[src/rtl/sample_path_pkg.sv]
// Shared definitions for the sample path: default word width and the
// arbiter owner-state encodings.
package sample_path_pkg;

   localparam int DEFAULT_DATA_W = 32;

   localparam logic [1:0] IDLE = 2'd0;
   localparam logic [1:0] OWN0 = 2'd1;
   localparam logic [1:0] OWN1 = 2'd2;

   function automatic logic [1:0] owner_of(input logic ch);
      return ch ? OWN1 : OWN0;
   endfunction

endpackage

[src/rtl/mux2.sv]
// Generic 2:1 word multiplexer: o = s ? i2 : i1.
module mux2 #(
   parameter int W = 32
) (
   input  logic [W-1:0] i1,
   input  logic [W-1:0] i2,
   input  logic         s,
   output logic [W-1:0] o
);

   assign o = s ? i2 : i1;

endmodule

[src/rtl/sample_stream_arbiter.sv]
// Two-channel round-robin arbiter with a per-grant burst limit, feeding a
// one-entry output register on the shared sample path.
module sample_stream_arbiter
   import sample_path_pkg::*;
#(
   parameter int DATA_W    = DEFAULT_DATA_W,
   parameter int MAX_BURST = 4
) (
   input  logic              clk,
   input  logic              rst_n,
   input  logic              in0_valid,
   input  logic [DATA_W-1:0] in0_data,
   output logic              in0_ready,
   input  logic              in1_valid,
   input  logic [DATA_W-1:0] in1_data,
   output logic              in1_ready,
   output logic              out_valid,
   output logic [DATA_W-1:0] out_data,
   output logic              out_src,
   input  logic              out_ready
);

   localparam int               CNT_W   = $clog2(MAX_BURST + 1);
   localparam logic [CNT_W-1:0] CNT_MAX = CNT_W'(MAX_BURST);

   logic [1:0]        owner_q, owner_d;
   logic [CNT_W-1:0]  cnt_q, cnt_d;
   logic              last_q, last_d;
   logic              out_valid_q, out_valid_d;
   logic [DATA_W-1:0] out_data_q, out_data_d;
   logic              out_src_q, out_src_d;

   logic              gnt_any, gnt_ch;
   logic              burst_done, space, accept;
   logic [DATA_W-1:0] sel_data;

   assign burst_done = (cnt_q >= CNT_MAX);
   assign space      = !out_valid_q || out_ready;

   always_comb begin
      // NOTE: defaults first so every path assigns both signals and no latch is inferred.
      gnt_any = 1'b0;
      gnt_ch  = 1'b0;
      case (owner_q)
         OWN0: begin
            if (in0_valid && (!burst_done || !in1_valid)) begin
               gnt_any = 1'b1;
               gnt_ch  = 1'b0;
            end else if (in1_valid) begin
               gnt_any = 1'b1;
               gnt_ch  = 1'b1;
            end
         end
         OWN1: begin
            if (in1_valid && (!burst_done || !in0_valid)) begin
               gnt_any = 1'b1;
               gnt_ch  = 1'b1;
            end else if (in0_valid) begin
               gnt_any = 1'b1;
               gnt_ch  = 1'b0;
            end
         end
         default: begin
            // Idle tie-break favours the channel not served last.
            if (in0_valid && (!in1_valid || last_q)) begin
               gnt_any = 1'b1;
               gnt_ch  = 1'b0;
            end else if (in1_valid) begin
               gnt_any = 1'b1;
               gnt_ch  = 1'b1;
            end
         end
      endcase
   end

   assign in0_ready = rst_n && gnt_any && !gnt_ch && space;
   assign in1_ready = rst_n && gnt_any &&  gnt_ch && space;
   assign accept    = gnt_any && space && (gnt_ch ? in1_valid : in0_valid);

   mux2 #(.W(DATA_W)) u_sel_mux (
      .i1 (in0_data),
      .i2 (in1_data),
      .s  (gnt_any && gnt_ch),
      .o  (sel_data)
   );

   always_comb begin
      owner_d     = owner_q;
      cnt_d       = cnt_q;
      last_d      = last_q;
      out_valid_d = out_valid_q;
      out_data_d  = out_data_q;
      out_src_d   = out_src_q;
      if (accept) begin
         out_data_d  = sel_data;
         out_src_d   = gnt_ch;
         out_valid_d = 1'b1;
         owner_d     = owner_of(gnt_ch);
         last_d      = gnt_ch;
         if (owner_q == owner_of(gnt_ch)) begin
            cnt_d = burst_done ? cnt_q : cnt_q + 1'b1;
         end else begin
            cnt_d = CNT_W'(1);
         end
      end else begin
         if (out_ready) begin
            out_valid_d = 1'b0;
         end
         if (!in0_valid && !in1_valid) begin
            owner_d = IDLE;
            cnt_d   = '0;
         end
      end
   end

   always_ff @(posedge clk or negedge rst_n) begin
      if (!rst_n) begin
         owner_q     <= IDLE;
         cnt_q       <= '0;
         last_q      <= 1'b1;
         out_valid_q <= 1'b0;
         out_data_q  <= '0;
         out_src_q   <= 1'b0;
      end else begin
         // NOTE: non-blocking so every register samples pre-edge values together.
         owner_q     <= owner_d;
         cnt_q       <= cnt_d;
         last_q      <= last_d;
         out_valid_q <= out_valid_d;
         out_data_q  <= out_data_d;
         out_src_q   <= out_src_d;
      end
   end

   assign out_valid = out_valid_q;
   assign out_data  = out_data_q;
   assign out_src   = out_src_q;

endmodule

[config.mk]
export PLATFORM = sky130hd
export DESIGN_NAME = sample_stream_arbiter
export DESIGN_NICKNAME = d
export VERILOG_FILES = /design/src/rtl/sample_path_pkg.sv /design/src/rtl/mux2.sv /design/src/rtl/sample_stream_arbiter.sv
export SDC_FILE = /design/constraint.sdc
export NUM_CORES = 1
export LEC_CHECK = 0
export ABC_AREA = 1
export CAP_MARGIN = 20
export CORE_MARGIN = 2
export CORE_UTILIZATION = 42
export CTS_CLUSTER_SIZE = 40
export DETAILED_ROUTE_END_ITERATION = 10
export HOLD_SLACK_MARGIN = 0.02
export PLACE_DENSITY = 0.84
export REMOVE_ABC_BUFFERS = 1
export SYNTH_ARGS = -nofsm -noshare
export SYNTH_HDL_FRONTEND = slang
export SYNTH_SLANG_ARGS = --single-unit
[constraint.sdc]
create_clock -name clk -period 5.67 [get_ports clk]
set_clock_uncertainty 0.2 [all_clocks]
set_input_delay 1.134 -clock clk [delete_from_list [all_inputs] [get_ports clk]]
set_output_delay 1.134 -clock clk [all_outputs]
set_load 0.01 [all_outputs]
Word level (Yosys, flattened, before mapping)
Cells that the tools add are included.
{ "word_totals": {"register_bits": 40, "latch_bits": 0, "mem_bits_rw": 0, "rom_bits": 0, "memories": 0} }
{ "op_classes": {"addsub": 1, "n_mul": 0, "n_div": 0, "n_lt_le_gt_ge": 1, "n_eq_ne": 4, "n_shift": 0, "n_mux": 21, "bitwise": 0, "reduce_logical": 24} }
{ "op_table": {"columns": ["cell", "n"], "rows": [
  ["32-bit 2-to-1 mux", 1],
  ["1-bit logical AND", 12],
  ["3-bit 2-to-1 mux", 4],
  ["1-bit 2-to-1 mux", 11],
  ["2-bit 2-to-1 mux", 3],
  ["1-bit logical NOT", 5],
  ["1-bit logical OR", 4],
  ["1-bit one-hot mux with 2 select lines", 2],
  ["2-bit nonzero test", 2],
  ["3-bit by 1-bit adder with 3-bit output, second input constant", 1],
  ["3-bit >= comparator, second input constant", 1],
  ["3-bit != test, second input constant", 1],
  ["2-bit by 1-bit equality test with 1-bit output, second input constant", 1],
  ["2-bit equality test", 1],
  ["2-bit equality test, second input constant", 1],
  ["2-bit AND reduction", 1]
]} }

Logic depth before layout (Yosys ltp)
Gate-level depths: netlist of run 1.
{ "depth": {"depth_word": 10, "ltp_mapped": 14, "depth_no_buf": 13} }

Hierarchy
Synthesis of run 1 repeated with hierarchy kept, for this count alone.
{ "hier_totals": {"hier_cells": 308, "area_unflattened_um2": 2262.2} }
{ "modules_own_cells": {"columns": ["mod", "instances", "cells_per_inst", "area_per_inst_um2", "seq_area_each_um2"], "rows": [
  ["sample_stream_arbiter", 1, 204, 1770.4, 1002.2],
  ["mux2", 1, 104, 491.7, 0.0]
]} }

Worst setup path before layout of run 1
OpenSTA, ideal clock, no wires.
{ "synth_timing": {"path_kind": "in2out", "start": "input in0_valid", "end": "output in0_ready", "arrival_ns": 2.052, "t_required_ns": 4.336, "path_slack_ns": 2.284, "path_stages": 7, "path_cell_list": "nand2_1 -> nand2_1 -> nand3_2 -> nand2_4 -> inv_2 -> buf_2 -> nor4_1"} }
{ "synth_via": {"elab_chain_cells": 8, "word_cells_on_any_way": 18} }
{ "synth_rtl": {"columns": ["element", "line_no", "source"], "rows": [
  ["start, declared", "sample_stream_arbiter.sv:11", "input logic in0_valid,"],
  ["1-bit logical NOT", "sample_stream_arbiter.sv:55", "if (in1_valid && (!burst_done || !in0_valid)) begin"],
  ["1-bit logical OR", "sample_stream_arbiter.sv:55", null],
  ["1-bit logical AND", "sample_stream_arbiter.sv:55", null],
  ["1-bit 2-to-1 mux", "sample_stream_arbiter.sv:55", null],
  ["1-bit one-hot mux with 2 select lines", "sample_stream_arbiter.sv:44", "case (owner_q)"],
  ["1-bit logical AND / 1-bit logical NOT (equally long branches)", "sample_stream_arbiter.sv:76", "assign in0_ready = rst_n && gnt_any && !gnt_ch && space;"],
  ["1-bit logical AND * (2 in series)", "sample_stream_arbiter.sv:76", null],
  ["end, declared", "sample_stream_arbiter.sv:13", "output logic in0_ready,"]
]} }
Mark *: on every way between the ends. The rest lies on a longest branch, timed or not.

Final worst setup path of run 1
Same ends and word-level chain as after synthesis.

==> out/qor.yml, run 1 <==
status: "completed"
worstMarginPinSlew_ns: 0.966
rsz0062_at_grt: "no"
grtUsageTotal_pct: 20.5
post_cts_buffers: 0
dr.pass1.iters: 4
swShare_pct: 39.3
grt_pass1_vias: 1934
fp.dieH_um: 72.8
fin_crit_ns: 4.47
path_max_fanout: 37
synthDistinctLibCells: 22
endpoint_kind: "output port"
grt_max_degree: 67
clock_sinks: 40
place_area_sq_um: 3010
cts_tree: "built"
num_vias: 1954
synth_area_per_cell_sq_um: 8.02
max_stage_delay_ns: 0.59
dp.final_hpwl_mm: 3.70
ctsResizeCount: 0
final_util_pct: 67.1
fmax_mhz: 224
synth_cells: 248
start_util_pct: 42.9
design.die.area_sq_um: 5300
worstPathArrival_ns: 3.13
fin_crit_sh_pct: 78.8
routedWlPerCell_um: 12.6
synth-seq-cells: 40
comb_power_share_pct: 54.1
clockRootBuffer: "clkbuf_8"
diodes: 0
core_sq_um: 4630
path_buf_inv: 3
synth_area_sq_um: 1990
cts_buffers: 5
antenna_found_initial: 0
p_int_mw: 0.941
grt_pass1_wl_mm: 8.47
start_kind: "input port"
antenna_left: 0
maxCapViolations: 0
cellPowerDensity_nw_per_um2: 499
path_class: "input port to output port"
worstPathRequired_ns: 4.34
yosysWarnings: 0
cp_slowest_cell: "clkdlybuf4s50_1"
fp.dieW_um: 72.8
p_leak_nw: 1.40
wl_mm: 5.07
drv_slew: 0
first_iter_violations: 86
tns_ns: 0
num-fill-cells: 410
routed_via_density: 4.86
holdBufCountCts: 0
power_switching_mw: 0.610
crit_chain: "clkdlybuf4s50_1 -> nand2_1 -> nand2_1 -> nand3_2 -> nand2_4 -> inv_2 -> nor4_1 -> clkdlybuf4s50_1"
clock_power_share_pct: 13.1
ios: 105
peakVddDrop_mv: 0.226
gp_congestion: 0.865
clockBufferDepth: 2
seq_area_frac_synth_pct: 50.4
finalSetupViolations: 0
seq_power_share_pct: 32.9
min-delay-path-class: "flip-flop to flip-flop"
synthToLayoutAreaGrowth_pct: 56.3
hold_ws_ns: 0.279
cts.reportedPaths.clkPinSlew_ns: 0.07
portBuffers: 104
drc: 0
fin_area_sq_um: 3110
hold_viol_final: 0
clkLatencyLatePin_ns: 0.28
drive_gt1_share_pct: 5.17
grt_overflow: 0
nNetsFinal: 421
rows: 25
htreeDepth: 2
relSlewSlack_pct: 35.5
critPathTopFamily: "buffers and inverters"
sequential cells by signal, summed over array words and instances (netlist names):
signal,flops
cnt_q,3
out_valid,1
last_q,1
out_data,32
out_src,1
owner_q,2
synthesized netlist by cell type:
library cell	n	area share [%]
nand2_4	2	1.1
buf_2	4	1.0
nand2_2	1	0.31
ha_1	4	2.5
nor4_1	1	0.31
nand3_1	4	1.0
nor3_1	1	0.25
o22ai_1	1	0.31
nor2_1	38	7.2
dfrtp_1	39	49
inv_2	3	0.57
nand3b_1	1	0.38
a21oi_1	1	0.25
inv_1	14	2.6
nand3_2	1	0.50
buf_8	1	0.75
a31oi_1	32	10
o21ai_0	3	0.75
nand2_1	88	17
dfstp_2	1	1.3
clkbuf_1	4	0.75
buf_6	4	2.3
cells in the final DEF, fill, tap and decap left out:
cell type / Yosys / layout
clkbuf_8: 0 / 7
a31oi_1: 32 / 32
nand2_2: 1 / 1
inv_1: 14 / 14
o21ai_0: 3 / 3
nor3_1: 1 / 1
dfstp_2: 1 / 1
ha_1: 4 / 4
nor2_1: 38 / 38
nand3_1: 4 / 4
o22ai_1: 1 / 1
inv_2: 3 / 3
nor4_1: 1 / 1
nand3_2: 1 / 1
dfrtp_1: 39 / 39
buf_2: 4 / 1
nand2_4: 2 / 2
nand2_1: 88 / 88
a21oi_1: 1 / 1
clkdlybuf4s50_1: 0 / 103
nand3b_1: 1 / 1
buf_4: 0 / 2
cell type report:
| class | count | area [sq um] | area share (%) |
|---|---|---|---|
| Timing Repair Buffer | 106 | 1050 | 33.8 |
| Sequential cell | 40 | 1000 | 32.2 |
| Multi-Input combinational cell | 178 | 827 | 26.6 |
| Clock buffer | 7 | 96.3 | 3.10 |
| Tap cell | 54 | 67.6 | 2.17 |
| Inverter | 17 | 63.8 | 2.05 |
power by group through the flow:
stage / logic (mW) / registers (mW) / clock network, mW
CTS: 0.851 / 0.512 / 0.210
finish: 0.838 / 0.509 / 0.203
floorplan: 0.373 / 0.566 / 0
global placement: 0.826 / 0.509 / 0
detailed placement: 0.849 / 0.517 / 0
global route: 0.935 / 0.528 / 0.219
cell families (layout without fill, tap and decap cells):
logic type               Yosys count  after routing  share of synthesized area [%]
flip-flops                        40             40                           50.4
buffers and inverters             30            130                           7.99
adder cells (fa/ha/maj)            4              4                           2.52
AO/OA/AOI/OAI                     37             37                           11.4
AND/OR/NAND/NOR                  137            137                           27.7
worst reg2reg max path, stage by stage, from the launching register on:
cell	delay, ns
dfrtp_1	0.38
inv_1	0.09
ha_1	0.32
nand3_1	0.09
nand2_1	0.05
inv_1	0.12
nand2_4	0.26
nand2_2	0.19
nand2_4	0.08
inv_2	0.69
nand2_1	0.14
nand2_1	0.12
nand2_1	0.06
nor2_1	0.09
final timing paths:
| check | startpoint | end | slack, ns | cells after the start |
|---|---|---|---|---|
| max | in0_valid | in0_ready | 1.20 | 8 |
| min | last_q$_DFFE_PN1P_ | last_q$_DFFE_PN1P_ | 0.28 | 2 |
| max reg2reg | owner_q[0]$_DFFE_PN0P_ | cnt_q[1]$_DFFE_PN0P_ | 2.74 | 13 |
| min reg2reg | last_q$_DFFE_PN1P_ | last_q$_DFFE_PN1P_ | 0.28 | 2 |
| max in group asynchronous | rst_n | last_q$_DFFE_PN1P_ | 4.19 | 2 |
| min in group asynchronous | rst_n | out_data[19]$_DFFE_PN0P_ | 0.71 | 2 |
metal layers:
metal	part of all wire, %	vias up	track usage, %	wire length, um
met3	7.2	6	7.32	366
met1	40	885	22.6	2050
met5	0	-	0	0
met2	51	70	36.8	2610
met4	0.87	0	6.17	44
li1	-	993	-	-
per-stage QoR:
step	power (mW)	cells	setup WS, ns
final	1.55	402	1.20
after global routing	1.68	402	1.02
after CTS	1.57	402	1.21
after detailed placement	1.37	395	1.22
after global placement	1.33	395	1.28
after floorplan	0.939	235	2.11
No activity file was read; power rests on OpenSTA's default activity.
==> inputs of run 2 (changes only) <==
--- a/config.mk
+++ b/config.mk
@@ -8,11 +8,11 @@
 export ABC_AREA = 1
 export CAP_MARGIN = 20
 export CORE_MARGIN = 2
-export CORE_UTILIZATION = 42
+export CORE_UTILIZATION = 39
 export CTS_CLUSTER_SIZE = 40
 export DETAILED_ROUTE_END_ITERATION = 10
 export HOLD_SLACK_MARGIN = 0.02
-export PLACE_DENSITY = 0.84
+export PLACE_DENSITY = 0.79
 export REMOVE_ABC_BUFFERS = 1
 export SYNTH_ARGS = -nofsm -noshare
 export SYNTH_HDL_FRONTEND = slang
==> constraint.sdc (replaced) <==
create_clock -name clk -period 4.4 [get_ports clk]
set_clock_uncertainty 0.2 [all_clocks]
set_input_delay 0.88 -clock clk [delete_from_list [all_inputs] [get_ports clk]]
set_output_delay 0.88 -clock clk [all_outputs]
set_load 0.01 [all_outputs]
==> out/qor.yml, run 2 (synthesis results as in run 1) <==
status: "completed"  # unchanged
rsz0062_at_grt: "no"  # unchanged
maxCapViolations: 0  # unchanged
fp.dieW_um: 75.4  # was 72.8 um
holdPathStages: 2  # unchanged
cellPowerDensity_nw_per_um2: 640  # was 499 nW/um^2
relSlewSlack_pct: 66.0  # was 35.5%
r2r_cells: 14  # was 13
portBuffers: 104  # unchanged
diodes: 0  # unchanged
grt_overflow: 0  # unchanged
endpoint_kind: "output port"  # unchanged
cts_tree: "built"  # unchanged
fp.dieH_um: 75.4  # was 72.8 um
hold_ws_ns: 0.278  # was 0.279 ns
worstMarginPinSlew_ns: 0.511  # was 0.966 ns
path_class: "input port to output port"  # unchanged
holdBufCountCts: 0  # unchanged
hold_viol_final: 0  # unchanged
cts.reportedPaths.clkPinSlew_ns: 0.07  # about the same
regToRegSetupSlack_ns: 1.77  # was 2.74 ns
final_common_cell: "clkdlybuf4s50_1"  # unchanged
p_leak_nw: 1.40  # about the same
drive_gt1_share_pct: 5.41  # was 5.17%
start_kind: "input port"  # unchanged
routedWlPerCell_um: 12.4  # was 12.6 um
timing.rr.end: "cnt_q[1]$_DFFE_PN0P_"  # unchanged
grt_pass1_wl_mm: 8.47  # unchanged
rr_startpoint: "owner_q[0]$_DFFE_PN0P_"  # unchanged
antenna_left: 0  # unchanged
ctsResizeCount: 0  # unchanged
synthToLayoutAreaGrowth_pct: 58.2  # was 56.3%
clockRootBuffer: "clkbuf_8"  # unchanged
wl_mm: 5.19  # was 5.07 mm
core_sq_um: 4820  # was 4630 sq um
peakVddDrop_mv: 0.340  # was 0.226 mV
nNetsFinal: 423  # was 421
first_iter_violations: 79  # was 86
min-delay-path-class: "flip-flop to flip-flop"  # unchanged
clkLatencyLatePin_ns: 0.29  # was 0.28 ns
final_cell_mix: "clkdlybuf4s50_1, nand2_1, dfrtp_1"  # unchanged
finalSetupViolations: 0  # unchanged
drc: 0  # unchanged
gp_congestion: 0.883  # was 0.865
routed_via_density: 4.76  # was 4.86
critPathLaunch: "in0_valid"  # unchanged
htreeDepth: 2  # unchanged
clock_sinks: 40  # unchanged
worstPathRequired_ns: 3.32  # was 4.34 ns
cts_buffers: 5  # unchanged
drv_slew: 0  # unchanged
largest_reg_flops: 32  # unchanged
worstPathArrival_ns: 2.71  # was 3.13 ns
final_util_pct: 65.3  # was 67.1%
crit_path_end: "in0_ready"  # unchanged
dr.pass1.iters: 4  # unchanged
setup_slack_ns: 0.612  # was 1.20 ns
design.die.area_sq_um: 5690  # was 5300 sq um
start_util_pct: 41.3  # was 42.9%
dp_slack_ns: 0.604  # was 1.22 ns
grt_pass1_vias: 1960  # was 1934
fmax_mhz: 264
grt_max_degree: 41  # was 67
rows: 25  # unchanged
post_cts_buffers: 0  # unchanged
antenna_found_initial: 0  # unchanged
path_max_fanout: 20  # was 37
ios: 105  # unchanged
fin_crit_sh_pct: 86.1
num_vias: 1988  # was 1954
grtUsageTotal_pct: 19.8  # was 20.5%
fin_crit_ns: 3.79
dp.final_hpwl_mm: 3.75  # was 3.70 mm
clockBufferDepth: 2  # unchanged
tns_ns: 0  # unchanged
[run 2: critical path: stages]
cell and delay, ns:
clkdlybuf4s50_1 0.55, nand2_1 0.08, nand2_1 0.08, nand3_2 0.12, nand2_4 0.22, inv_2 0.06
nor4_1 0.16, clkdlybuf4s50_1 0.57
[run 2: metrics by stage]
| stage | instance area, sq um | power [mW] | instances |
|---|---|---|---|
| global route | 3150 | 2.19 | 418 |
| global placement | 3060 | 1.75 | 410 |
| detailed placement | 3060 | 1.78 | 410 |
| floorplan | 1890 | 1.21 | 235 |
| finish | 3150 | 2.01 | 418 |
| CTS | 3150 | 2.04 | 418 |
[run 2: layout make-up]
cell class                      count  area (sq um)
Clock buffer                        8          90.1
Timing Repair Buffer              108          1080
Multi-Input combinational cell    178           827
Sequential cell                    40          1000
Fill cell                         458          1670
Inverter                           17          63.8
Tap cell                           67          83.8
[run 2: how the worst min path moves through the flow]
stage,startpoint,end,slack [ns]
2_1_floorplan,last_q$_DFFE_PN1P_,last_q$_DFFE_PN1P_,0.24
3_3_place_gp,out_src$_DFFE_PN0P_,out_src$_DFFE_PN0P_,0.26
3_5_place_dp,last_q$_DFFE_PN1P_,last_q$_DFFE_PN1P_,0.26
4_1_cts,last_q$_DFFE_PN1P_,last_q$_DFFE_PN1P_,0.28
5_1_grt,last_q$_DFFE_PN1P_,last_q$_DFFE_PN1P_,0.30
6_report,last_q$_DFFE_PN1P_,last_q$_DFFE_PN1P_,0.28
[run 2: layer usage]
layer / track usage (%) / vias to the layer above / share of wire [%]
met4: 7.02 / 0 / 1.5
met2: 34.9 / 81 / 48
met5: 0 / - / 0
met3: 7.28 / 8 / 9.9
li1: - / 1001 / -
met1: 22.0 / 898 / 40
[run 2: report_power, final]
group	switching (mW)	internal, mW	total (mW)
registers	0.0991	0.554	0.653
logic	0.575	0.535	1.11
clock network	0.123	0.128	0.251
total	0.797	1.22	2.01
==> variant 1 (settings of run 1) <==
Change the parameter `MAX_BURST` from 4 to 16.
--- a/src/rtl/sample_stream_arbiter.sv
+++ b/src/rtl/sample_stream_arbiter.sv
@@ -5,5 +5,5 @@
 #(
    parameter int DATA_W    = DEFAULT_DATA_W,
-   parameter int MAX_BURST = 4
+   parameter int MAX_BURST = 16
 ) (
    input  logic              clk,
Formal check against the unedited RTL: not equivalent (a bounded check fails within 10 cycles, from zero or initial values and one cycle with rst_n low).
==> variant 1 against run 1 <==
Non-clock buffer count unchanged. Sequential cell count up 2. Largest power group unchanged. Wire length up 17%. First-iteration DRC count down 14%. Total power up 1.8%. Final area up 8.2%. Worst setup slack worse by 310 ps. Sequential power up 3%. Highest routed layer unchanged. Register-to-register slack worse by 110 ps. Area after synthesis up 13%. Via count up 12%.
==> variant 1: results (changes against run 1) <==
metric	value	unit	change
globalRouteMet2Util	34.1	%	-2.7 points
use_met3	6.00	%	-1.3 points
r2r_slack	2630	ps	-110 ps
power_switching	646	uW	+5.9%
period_share	84.2	%	+5.4 points
worst_slew_pin_slew	884	ps	-81.7 ps
vias	2193		+12%
wl	5910	um	+17%
nets	442		+5.0%
wl_met3	364	um	-0.55%
netlist_top_cells_area	dfrtp_1 (46%), nand2_1 (9.5%), o21ai_1 (8.2%)		
met1_usage	25.1	%	+2.4 points
place_area	3270	sq um	+8.7%
syn_inst	270		+8.9%
outcome	finished, final reports clean		
grt_pass1_vias	2073		+7.2%
place_ws	877	ps	-341 ps
wl_met2	3010	um	+15%
netlist-cell-type-count	24		+9.1%
grt_pass1_wl	9780	um	+15%
ys_top_cells_by_count	nand2_1 (57), dfrtp_1 (41), nor2_1 (40)		
hpwl	4270	um	+15%
peakVddDrop	0.000246	V	+8.9%
grt_max_degree	43		-36%
synth_seq_area_share	46.9	%	-3.6 points
power_leakage	1.47	nW	+5.5%
top_layer	met4		
arrival	3440	ps	+310 ps
seq-power	524	uW	+3%
wl_met1	2470	um	+21%
gp_congestion	0.792		-8.5%
first_iter_violations	74		-14%
place_inst	432		+9.4%
clk-power	194	uW	-4%
r2r.worst_path.cells	8		-5
min_to	out_src$_DFFE_PN0P_		
wire_per_inst	13.4	um	+6.6%
drive_above_1_share	9.46	%	+4.3 points
r2r_start	owner_q[0]$_DFFE_PN0P_		
antenna_found_initial	0		unchanged
hold_ws	288	ps	+9.02 ps
seq_power_share	33.2	%	+0.3 points
largest_reg_flops	32		unchanged
worstHoldStart	out_src$_DFFE_PN0P_		
groute.usage.overall	20.3	%	-0.21 points
[variant 1: cell count changes after synthesis, sizes merged, moves of 2 or more]
cell | before | now
buf | 9 | 14
clkbuf | 4 | 0
dfrtp | 39 | 41
nor2 | 38 | 42
xor2 | 0 | 3
nand3 | 5 | 15
a31oi | 32 | 1
o21ai | 3 | 66
nand2 | 91 | 62
[variant 1: cell type report]
class / instances / area [sq um]
fillers: 461 / 1780
flip-flops and latches: 42 / 1050
repair buffers: 106 / 1050
multi-input cells: 198 / 1020
clock buffers: 8 / 90.1
well taps: 70 / 87.6
inverters: 16 / 60.1
[variant 1: logic make-up after synthesis]
family | after synthesis | synth area share (%)
AO/OA/AOI/OAI | 70 | 19.2
XOR/XNOR | 3 | 1.17
adder cells (fa/ha/maj) | 4 | 2.23
buffers and inverters | 30 | 7.63
flip-flops | 42 | 46.9
AND/OR/NAND/NOR | 121 | 22.9
==> variant 2 (settings of run 1) <==
Without the edit above. Reset style: synchronous (`rst_n`), changed in one clocked block.
--- a/src/rtl/sample_stream_arbiter.sv
+++ b/src/rtl/sample_stream_arbiter.sv
@@ -114,5 +114,5 @@
    end
 
-   always_ff @(posedge clk or negedge rst_n) begin
+   always_ff @(posedge clk) begin
       if (!rst_n) begin
          owner_q     <= IDLE;
Behaviour: differs if rst_n is asserted again (counterexample within 4 cycles, from zero or initial values and one cycle with rst_n low); with rst_n held inactive, the same outputs for 10 cycles.
==> variant 2 against run 1 <==
Sequential cell count stayed put. Wire length is 3.5% higher. Final area is 4.2% lower. Count of clock-buffer cells in the layout is 1 higher. Area after synthesis is 6.3% lower. Worst setup slack better by 190 ps. Critical endpoint is now in1_ready. Register-to-register slack worse by 40 ps.
Power is not compared: it rests on default switching activity, and its combinational part moved more than twofold at a synthesized area within 25%.
==> variant 2: results (changes against run 1) <==
metric	value	unit	change
outcome	finished, final reports clean		
netlist_top_cells_area	dfxtp_1 (43%), nand2_1 (16%), a31oi_1 (11%)		
grt_pass1_vias	1970		+1.9%
wire_per_inst	13.0	um	+3.0%
synthArstFlopShare	0	%	-100 points
r2r.worst_path.cells	11		-2
synth_area_per_cell	7.31	sq um	-8.9%
place_inst	396		+0.25%
arrival	2940	ps	-190 ps
hpwl	3690	um	-0.14%
gp_congestion	0.810		-6.5%
grt_pass1_wl	8650	um	+2.0%
wl	5240	um	+3.5%
drive_above_1_share	5.11	%	-0.059 points
slew_headroom	58.7	%	+23 points
grt_max_degree	40		-40%
first_iter_violations	98		+14%
viasPerCell	4.98		+2.4%
groute.usage.overall	21.4	%	+0.90 points
synthAdderAreaFrac	2.69	%	+0.17 points
ys_top_cells_by_count	nand2_1 (79), dfxtp_1 (40), a31oi_1 (32)		
synth_seq_area_share	43.0	%	-7.4 points
r2r-end	cnt_q[0]$_SDFFE_PN0P_		
r2r_slack	2700	ps	-40 ps
nets	424		+0.71%
place_area	2890	sq um	-4.1%
==> variant 2: kinds of logic after synthesis <==
kind of cell,Yosys count
simple gates,103
compound gates,74
flops,40
buf+inv,34
fa+ha+maj,4
==> variant 2: power breakdown <==
group	internal [mW]	total, mW	switching, mW	leakage [nW]
clock network	0.0992	0.188	0.0890	0.0455
registers	0.320	0.341	0.0214	0.332
logic	0.143	0.280	0.137	0.826
total	0.562	0.810	0.247	1.20
==> variant 2: worst min-delay path by stage <==
stage                               from              endpoint  slack, ps  cells past startpoint
floorplan            last_q$_SDFFE_PN1P_   last_q$_SDFFE_PN1P_        230                      2
global placement    out_src$_SDFFE_PN0P_  out_src$_SDFFE_PN0P_        260                      2
detailed placement   last_q$_SDFFE_PN1P_   last_q$_SDFFE_PN1P_        270                      2
CTS                 out_src$_SDFFE_PN0P_  out_src$_SDFFE_PN0P_        280                      2
global route        out_src$_SDFFE_PN0P_  out_src$_SDFFE_PN0P_        300                      2
finish               last_q$_SDFFE_PN1P_   last_q$_SDFFE_PN1P_        280                      2
==> variant 2: critical path, cell delays in order <==
cell and delay (ps):
clkdlybuf4s50_1 550, nand2_1 70, nand2_1 70, nand3_2 80, nand2_2 70, buf_4 380, nor3_1 90, clkdlybuf4s50_1 490
==> variant 2: metrics by stage <==
stage	total power [mW]	util, %	setup WS, ps
after floorplan	0.471	-	1910
after global placement	0.620	66.8	1430
after detailed placement	0.627	66.8	1390
after CTS	0.816	68.9	1390
after global routing	0.860	68.9	1250
final	0.810	68.9	1400
==> variant 2: metal layers <==
| metal | up-vias | GRT usage (%) | wire length, um |
|---|---|---|---|
| li1 | 1050 | - | - |
| met1 | 898 | 25.3 | 2220 |
| met2 | 58 | 37.9 | 2640 |
| met3 | 4 | 6.55 | 333 |
| met4 | 0 | 5.45 | 43 |
| met5 | - | 0 | 0 |
==> variant 2: final cells by class <==
type,instances,area (sq um),share of cell area (%)
Timing Repair Buffer,107,1060,35.7
Multi-Input combinational cell,181,898,30.2
Sequential cell,40,801,26.9
Clock buffer,8,90.1,3.03
Tap cell,52,65.1,2.18
Inverter,16,60.1,2.02
